$ cat config.mk
export PLATFORM = sky130hd
export DESIGN_NAME = uart_transmitter
export DESIGN_NICKNAME = d
export VERILOG_FILES = /design/src/rtl/uart_pkg.sv /design/src/rtl/uart_transmitter.sv
export SDC_FILE = /design/constraint.sdc
export NUM_CORES = 1
export LEC_CHECK = 0
export BUFFER_PORTS_ARGS = -buffer_cell sky130_fd_sc_hd__buf_2
export CAP_MARGIN = 30
export CORE_MARGIN = 3
export CORE_UTILIZATION = 61
export CTS_CLUSTER_DIAMETER = 40
export DETAILED_ROUTE_END_ITERATION = 10
export GPL_ROUTABILITY_DRIVEN = 0
export PLACE_DENSITY_LB_ADDON = 0.05
export SETUP_SLACK_MARGIN = 0.15
export SLEW_MARGIN = 20
export SYNTH_ARGS = -nofsm -noshare
export SYNTH_HDL_FRONTEND = slang
export SYNTH_SLANG_ARGS = --single-unit
$ cat constraint.sdc
create_clock -name clk_i -period 4.5 [get_ports clk_i]
set_input_delay 0.225 -clock clk_i [delete_from_list [all_inputs] [get_ports clk_i]]
set_output_delay 0.225 -clock clk_i [all_outputs]
set_load 0.005 [all_outputs]
$ cat src/rtl/uart_pkg.sv
// Shared UART definitions: FSM states, frame configuration and parity helper.
package uart_pkg;

   typedef enum logic [2:0] {
      IDLE,
      START,
      DATA,
      PARITY,
      STOP
   } tx_state_t;

   // 00=5, 01=6, 10=7, 11=8 data bits per frame
   typedef logic [1:0] data_bits_t;

   typedef struct packed {
      data_bits_t data_bits;
      logic       parity_en;
      logic       parity_odd;
      logic       stop_bits;
   } tx_cfg_t;

   localparam logic UART_IDLE_LEVEL  = 1'b1;
   localparam logic UART_START_LEVEL = 1'b0;

   // XOR of the low nbits of data, inverted for odd parity
   function automatic logic parity_calc(input logic [31:0] data,
                                        input int unsigned nbits,
                                        input logic        odd);
      logic p;
      p = odd;
      for (int unsigned i = 0; i < 32; i++) begin
         if (i < nbits) p = p ^ data[i];
      end
      return p;
   endfunction

endpackage

$ cat src/rtl/uart_transmitter.sv
// UART transmitter: pops FWFT FIFO words and serialises them as start/data/parity/stop frames.
module uart_transmitter
   import uart_pkg::*;
#(
   parameter int unsigned DATA_WIDTH = 8,
   parameter int unsigned OVERSAMPLE = 16
) (
   input  logic                  clk_i,
   input  logic                  rst_n_i,
   input  logic                  tick_i,
   input  logic                  enable_i,
   input  logic [1:0]            data_bits_i,
   input  logic                  parity_en_i,
   input  logic                  parity_odd_i,
   input  logic                  stop_bits_i,
   input  logic                  fifo_empty_i,
   input  logic [DATA_WIDTH-1:0] fifo_rd_data_i,
   output logic                  fifo_read_o,
   output logic                  tx_o,
   output logic                  busy_o,
   output logic                  tx_done_o
);

   localparam int unsigned TW = (OVERSAMPLE > 2) ? $clog2(OVERSAMPLE) : 1;
   localparam logic [TW-1:0] TICK_MAX = TW'(OVERSAMPLE - 1);

   tx_state_t             state;
   tx_cfg_t               cfg;
   logic [DATA_WIDTH-1:0] shreg;
   logic [DATA_WIDTH-1:0] data_q;
   logic [TW-1:0]         tick_cnt;
   logic [2:0]            bit_cnt;
   logic [2:0]            last_bit;
   logic                  bit_end;

   assign fifo_read_o = (state == IDLE) && enable_i && !fifo_empty_i;
   assign bit_end     = tick_i && (tick_cnt == TICK_MAX);
   assign last_bit    = 3'd4 + {1'b0, cfg.data_bits};

   always_ff @(posedge clk_i or negedge rst_n_i) begin
      if (!rst_n_i) begin
         tick_cnt <= '0;
      end else if (fifo_read_o) begin
         tick_cnt <= '0;
      end else if (tick_i) begin
         tick_cnt <= (tick_cnt == TICK_MAX) ? '0 : tick_cnt + 1'b1;
      end
   end

   // tx_o is loaded with the level of the bit that starts on this edge,
   // so the shift happens one bit ahead of what is on the line.
   always_ff @(posedge clk_i or negedge rst_n_i) begin
      if (!rst_n_i) begin
         state     <= IDLE;
         tx_o      <= UART_IDLE_LEVEL;
         busy_o    <= 1'b0;
         tx_done_o <= 1'b0;
         bit_cnt   <= '0;
         shreg     <= '0;
         data_q    <= '0;
         cfg       <= '0;
      end else begin
         tx_done_o <= 1'b0;
         case (state)
            IDLE: begin
               tx_o <= UART_IDLE_LEVEL;
               if (fifo_read_o) begin
                  shreg  <= fifo_rd_data_i;
                  data_q <= fifo_rd_data_i;
                  cfg    <= '{data_bits:  data_bits_i,
                              parity_en:  parity_en_i,
                              parity_odd: parity_odd_i,
                              stop_bits:  stop_bits_i};
                  bit_cnt <= '0;
                  busy_o  <= 1'b1;
                  tx_o    <= UART_START_LEVEL;
                  state   <= START;
               end
            end
            START: begin
               if (bit_end) begin
                  tx_o    <= shreg[0];
                  shreg   <= shreg >> 1;
                  bit_cnt <= '0;
                  state   <= DATA;
               end
            end
            DATA: begin
               if (bit_end) begin
                  if (bit_cnt == last_bit) begin
                     bit_cnt <= '0;
                     if (cfg.parity_en) begin
                        tx_o  <= parity_calc(32'(data_q), 32'(last_bit) + 32'd1, cfg.parity_odd);
                        state <= PARITY;
                     end else begin
                        tx_o  <= UART_IDLE_LEVEL;
                        state <= STOP;
                     end
                  end else begin
                     tx_o    <= shreg[0];
                     shreg   <= shreg >> 1;
                     bit_cnt <= bit_cnt + 3'd1;
                  end
               end
            end
            PARITY: begin
               if (bit_end) begin
                  tx_o    <= UART_IDLE_LEVEL;
                  bit_cnt <= '0;
                  state   <= STOP;
               end
            end
            STOP: begin
               if (bit_end) begin
                  if (cfg.stop_bits && (bit_cnt == 3'd0)) begin
                     bit_cnt <= 3'd1;
                  end else begin
                     tx_done_o <= 1'b1;
                     busy_o    <= 1'b0;
                     state     <= IDLE;
                  end
               end
            end
            default: begin
               tx_o   <= UART_IDLE_LEVEL;
               busy_o <= 1'b0;
               state  <= IDLE;
            end
         endcase
      end
   end

endmodule
Word level (Yosys, flattened, before mapping)
Cells that the tools add are included.
{"block": "totals", "regBits": 34, "in_bits": 18}
{"block": "op_classes", "add_sub_neg": 4, "n_lt_le_gt_ge": 8, "n_eq_ne": 16, "mux": 74, "n_bitwise": 10, "reduce_logical": 18}
{"op": "two-way mux 1 bit", "count": 48}
{"op": "two-way mux 3 bit", "count": 14}
{"op": "two-way mux 8 bit", "count": 4}
{"op": "one-hot mux 8 bit (3 select lines)", "count": 1}
{"op": "inequality test 2 bit, second input constant", "count": 9}
{"op": "less-than comparator 3 x 4 -> 1 bit, first input constant", "count": 4}
{"op": "one-hot mux 3 bit (5 select lines)", "count": 1}
{"op": "two-way mux 4 bit", "count": 3}
{"op": "one-hot mux 3 bit (4 select lines)", "count": 1}
{"op": "less-than comparator 1 x 4 -> 1 bit, first input constant", "count": 2}
{"op": "less-than comparator 2 x 4 -> 1 bit, first input constant", "count": 2}
{"op": "AND reduction 4 bit", "count": 2}
{"op": "XOR 1 bit", "count": 8}
{"op": "AND reduction 7 bit", "count": 1}
{"op": "equality test 3 x 2 -> 1 bit, second input constant", "count": 2}
{"op": "logical NOT 3 bit", "count": 2}
{"op": "AND reduction 6 bit", "count": 1}
{"op": "one-hot mux 1 bit (5 select lines)", "count": 1}
{"op": "AND reduction 5 bit", "count": 1}
{"op": "adder 3 x 1 -> 4 bit, second input constant", "count": 1}
{"op": "adder 4 x 1 -> 4 bit, second input constant", "count": 1}
{"op": "equality test 4 bit, second input constant", "count": 1}
{"op": "logical AND 1 bit", "count": 4}
{"op": "nonzero test 4 bit", "count": 1}
{"op": "other kinds (14)", "count": 15}

Longest topological paths before layout
{"block": "logic_depth", "depth_word": 50, "ltp_mapped": 8, "ltp_nobuf": 7}

Worst setup path before layout
Ideal clock, no wire load.
{"block": "synth_path", "kind": "reg-to-reg", "from": "register tick_cnt[0]", "to": "register state[0]", "setup_time_ns": 0.125, "t_arrival_ns": 1.540, "path_slack_ns": 2.835, "path_stages_with_launch": 7, "path_buffers": 0, "cell_sequence": "dfrtp_1 ha_1 and4_1 nand2_1 a21bo_2 o211ai_2 mux2_4"}
{"block": "synth_via", "elab_chain_cells": 4}
{"element": "start, declared", "line_no": "uart_transmitter.sv:31", "rtl": "logic [TW-1:0] tick_cnt;"}
{"element": "start signal, assigned", "line_no": "uart_transmitter.sv:46", "rtl": "tick_cnt <= (tick_cnt == TICK_MAX) ? '0 : tick_cnt + 1'b1;"}
{"element": "equality test 4 bit (*)", "line_no": "uart_transmitter.sv:37", "rtl": "assign bit_end = tick_i && (tick_cnt == TICK_MAX);"}
{"element": "logical AND 1 bit (*)", "line_no": "uart_transmitter.sv:37"}
{"element": "inequality test 2 bit (no line)"}
{"element": "AND reduction 7 bit (no line) (*)"}
{"element": "end signal, assigned", "line_no": "uart_transmitter.sv:54", "rtl": "state <= IDLE;"}
{"element": "end signal, assigned", "line_no": "uart_transmitter.sv:77", "rtl": "state <= START;"}
{"element": "end signal, assigned", "line_no": "uart_transmitter.sv:85", "rtl": "state <= DATA;"}
{"element": "end, declared", "line_no": "uart_transmitter.sv:27", "rtl": "tx_state_t state;"}
Mark *: on every way between the ends. The rest lies on a longest branch, timed or not.
A chain may end at the register's enable or synchronous reset.

Worst setup path in the final report
{"block": "layout_path", "from": "register state[0]", "to": "output port fifo_read_o"}
{"block": "layout_via", "elab_chain_cells": 3}
{"element": "logical NOT 3 bit", "line_no": "uart_transmitter.sv:36", "rtl": "assign fifo_read_o = (state == IDLE) && enable_i && !fifo_empty_i;"}
{"element": "logical AND 1 bit (2 in series)", "line_no": "uart_transmitter.sv:36"}
{"element": "end, declared", "line_no": "uart_transmitter.sv:18", "rtl": "output logic fifo_read_o,"}
No other way between the ends.

==> out/qor.log <==
qor: run_status.run_status finished clean
qor: yosys.synth_async_sr_flop_share 1.000
qor: pwr.power_per_cell_area 640.6 mW/mm2
qor: yosys.netlist_top_cells_count sky130_fd_sc_hd__nand2_1, sky130_fd_sc_hd__dfrtp_1, sky130_fd_sc_hd__o21ai_0
qor: timing.grt_setup_unrepaired no
qor: die.io-pin-count 22
qor: final_layout.post_layout_nonfiller_instances 246
qor: detailed_routing.drt-pass1-iter-count 4
qor: final_layout.area.growth.synth_to_final 8.976%
qor: timing.final.setup.tns 0 ns
qor: global_route.grtUsageTotal 0.2179
qor: die.dieHeight 60.08 um
qor: placement.place_ws 1.933 ns
qor: timing.max_clock_freq 405.7 MHz
qor: yosys.synth_cell_type_count 46
qor: timing.final_report_hold_violation_count 0
qor: global_route.antenna_violations_before_repair 0
qor: critical_path.endpoint_kind primary output
qor: yosys.yosysMostFrequentCell sky130_fd_sc_hd__nand2_1
qor: timing.tightestPinTransition 0.7384 ns
qor: yosys.ys_warn_count 0
qor: yosys.number_of_flops_mapped_to_enable_cells_by_yosys 0
qor: global_route.first_pass_grt_wire_length 5.754 mm
qor: critical_path.rr_worst_depth 6
qor: die.die_footprint 0.003610 mm2
qor: min_path.hold-path-endpoint cfg[4]$_DFFE_PN0P_
qor: yosys.synth-seq-cells 34
qor: yosys.synth_sequential_area_ratio 0.4776
qor: critical_path.critical-path-max-stage-delay 0.56 ns
qor: critical_path.cp.required 4.28 ns
qor: yosys.post_syn_area_per_cell 9.197 um2
qor: critical_path.timing.rr.start state[0]$_DFFE_PN0P_
qor: yosys.synth_flop_cell sky130_fd_sc_hd__dfrtp_1
qor: timing.slew_violations 0
qor: critical_path.slowest_stage sky130_fd_sc_hd__inv_1
qor: final_layout.postLayoutCellArea 0.001944 mm2
qor: final_layout.n_antenna_cell 0
qor: clock_network.cts_hold_buffers 1
qor: yosys.syn_inst 194
qor: clock_network.cts_resized 0
qor: critical_path.data_arrival_time_of_the_critical_path 2.24 ns
qor: clock_network.clock_insertion_delay_worst_skew 0.33 ns
qor: die.rows 18
qor: min_path.hp-start data_bits_i[1]
qor: yosys.synth_top_area_frac 0.4628
qor: detailed_routing.drt_iter0_markers 101
qor: die.initial_core_util 0.6771
qor: min_path.hold_path.class in2reg
qor: detailed_routing.detail_route.wirelength 3.511 mm
qor: clock_network.cts-root-to-sink-buffers 2
qor: critical_path.critPathMaxFanout 22
qor: final_layout.post_layout_nets 236
qor: placement.portBuffers 21
qor: global_route.grt-ovfl-total 0
qor: critical_path.setup.reg_to_reg.worst_slack 2.14 ns
qor: clock_network.number_of_buffers_created_by_cts 5
qor: final_layout.drive_above_1_share 0.1713
qor: placement.place.detailed.hpwl 2.531 mm
qor: timing.fin_crit 2.465 ns
qor: yosys.yosys-top-cells-area sky130_fd_sc_hd__dfrtp_1, sky130_fd_sc_hd__nand2_1, sky130_fd_sc_hd__xnor2_1
qor: detailed_routing.drt-wirelength-per-cell 14.27 um
qor: timing.slew-limit-headroom 0.5077
qor: global_route.vias_in_the_first_global_route 1,295
qor: clock_network.cts_tree built
qor: global_route.grt_max_degree 35
qor: timing.min_period_over_period 0.5478
qor: placement.placed_cells 236
qor: timing.hold_ws 0.08231 ns
qor: yosys.post_synth_instance_area 0.001784 mm2
qor: min_path.hold_depth 3
qor: detailed_routing.final_antenna_net_count 0
qor: clock_network.post_cts_buffers 0
qor: critical_path.crit_chain nor4_2 -> nand2_2 -> inv_1 -> buf_2
qor: detailed_routing.num_vias 1,421
qor: clock_network.path_clk_slew 0.10 ns
qor: yosys.syn-num-nets 215
qor: clock_network.number_of_clock_sinks_seen_by_cts 34
qor: critical_path.critical_path.top_delay_family buffers and inverters
qor: critical_path.worst-path-buf-inv 2
qor: pwr.vdd.ir_drop.worst 0.4264 mV
qor: job.drv_cap 0
qor: critical_path.rr_endpoint tx_o$_DFFE_PN1P_
qor: placement.post_dp_cell_area 0.001868 mm2
qor: clock_network.htree_levels 2
qor: critical_path.worstSetupPathType reg2out
qor: die.design.core.area 0.002635 mm2
qor: clock_network.ctsRootBufferMaster sky130_fd_sc_hd__clkbuf_4
qor: detailed_routing.vias_per_cell 5.776
qor: timing.report.final.setup_viol 0
qor: pwr.cellLeakagePower 0.9271 nW
qor: die.floorplan.die.width 60.08 um
qor: yosys.synth_top_area_cell sky130_fd_sc_hd__dfrtp_1
qor: critical_path.setup.worst_path.start_class flop
qor: detailed_routing.number_of_remaining_drc_errors 0
qor: timing.final_critical_path_setup_slack 2.035 ns
qor: timing.fin_worst_skew 0.007637 ns
layout by cell type (no fill, tap or decap), types with 2 or more instances in the layout:
master,count
sky130_fd_sc_hd__mux2i_1,8
sky130_fd_sc_hd__dfrtp_1,33
sky130_fd_sc_hd__nand3b_1,3
sky130_fd_sc_hd__ha_1,3
sky130_fd_sc_hd__inv_1,6
sky130_fd_sc_hd__nor2_1,10
sky130_fd_sc_hd__clkbuf_1,2
sky130_fd_sc_hd__o21ai_1,2
sky130_fd_sc_hd__clkbuf_4,6
sky130_fd_sc_hd__nor2b_1,2
sky130_fd_sc_hd__nand2b_1,2
sky130_fd_sc_hd__buf_2,21
sky130_fd_sc_hd__nor3_1,6
sky130_fd_sc_hd__o31ai_1,2
sky130_fd_sc_hd__nand2_1,56
sky130_fd_sc_hd__a21oi_1,4
sky130_fd_sc_hd__mux2_4,2
sky130_fd_sc_hd__o21ai_0,11
sky130_fd_sc_hd__xnor2_1,10
power breakdown:
group | switching, mW | internal (mW)
clock | 0.0988 | 0.0771
combinational | 0.256 | 0.252
sequential | 0.131 | 0.431
total | 0.485 | 0.760
worst max-delay path by stage:
stage                                  from                    to  slack (ns)  cells past startpoint
finish                 state[0]$_DFFE_PN0P_           fifo_read_o        2.03                      4
floorplan           tick_cnt[0]$_DFFE_PN0P_  state[0]$_DFFE_PN0P_        2.83                      6
CTS                    state[0]$_DFFE_PN0P_  shreg[3]$_DFFE_PN0P_        1.95                      5
global placement       state[0]$_DFFE_PN0P_  shreg[5]$_DFFE_PN0P_        2.11                      5
detailed placement     state[0]$_DFFE_PN0P_  shreg[3]$_DFFE_PN0P_        1.93                      5
global route           state[0]$_DFFE_PN0P_           fifo_read_o        1.86                      4
routing by layer:
metal | part of all wire | track usage | vias up
met3 | 0.055 | 0.06479 | 4
met4 | 0.012 | 0.06962 | 0
li1 | - | - | 696
met1 | 0.42 | 0.2710 | 679
met2 | 0.52 | 0.3611 | 42
met5 | 0 | 0 | -
metrics by stage:
| step | power (mW) | util |
|---|---|---|
| 6_report | 1.246 | 0.7379 |
| 5_1_grt | 1.345 | 0.7379 |
| 4_1_cts | 1.247 | 0.7350 |
| 3_5_place_dp | 1.072 | 0.7089 |
| 3_3_place_gp | 1.040 | 0.7089 |
| 2_1_floorplan | 0.9605 | - |
kinds of logic after synthesis:
kind of cell / synth area share
AND/OR/NAND/NOR: 0.2265
flip-flops: 0.4776
AO/OA/AOI/OAI: 0.1136
buffers and inverters: 0.04558
XOR/XNOR: 0.05400
multiplexers: 0.06171
adder cells (fa/ha/maj): 0.02104
worst min-delay path, cell delays in order:
cell                      delay [ns]
sky130_fd_sc_hd__buf_2          0.07
sky130_fd_sc_hd__nand2_1        0.04
sky130_fd_sc_hd__nand2_1        0.05
sequential cells by signal, summed over array words and instances, names as in the netlist:
signal / cells
busy_o: 1
tx_done_o: 1
data_q: 8
tx_o: 1
state: 3
cfg: 5
shreg: 8
tick_cnt: 4
bit_cnt: 3
final cells by class:
class	count	area [um2]
clock buffer	8	58.81
fill	210	690.7
inverter	6	22.52
multi-input combinational	145	850.8
sequential	34	852.1
tap	30	37.54
timing repair buffer	23	122.6
No activity file was read; power rests on OpenSTA's default activity.
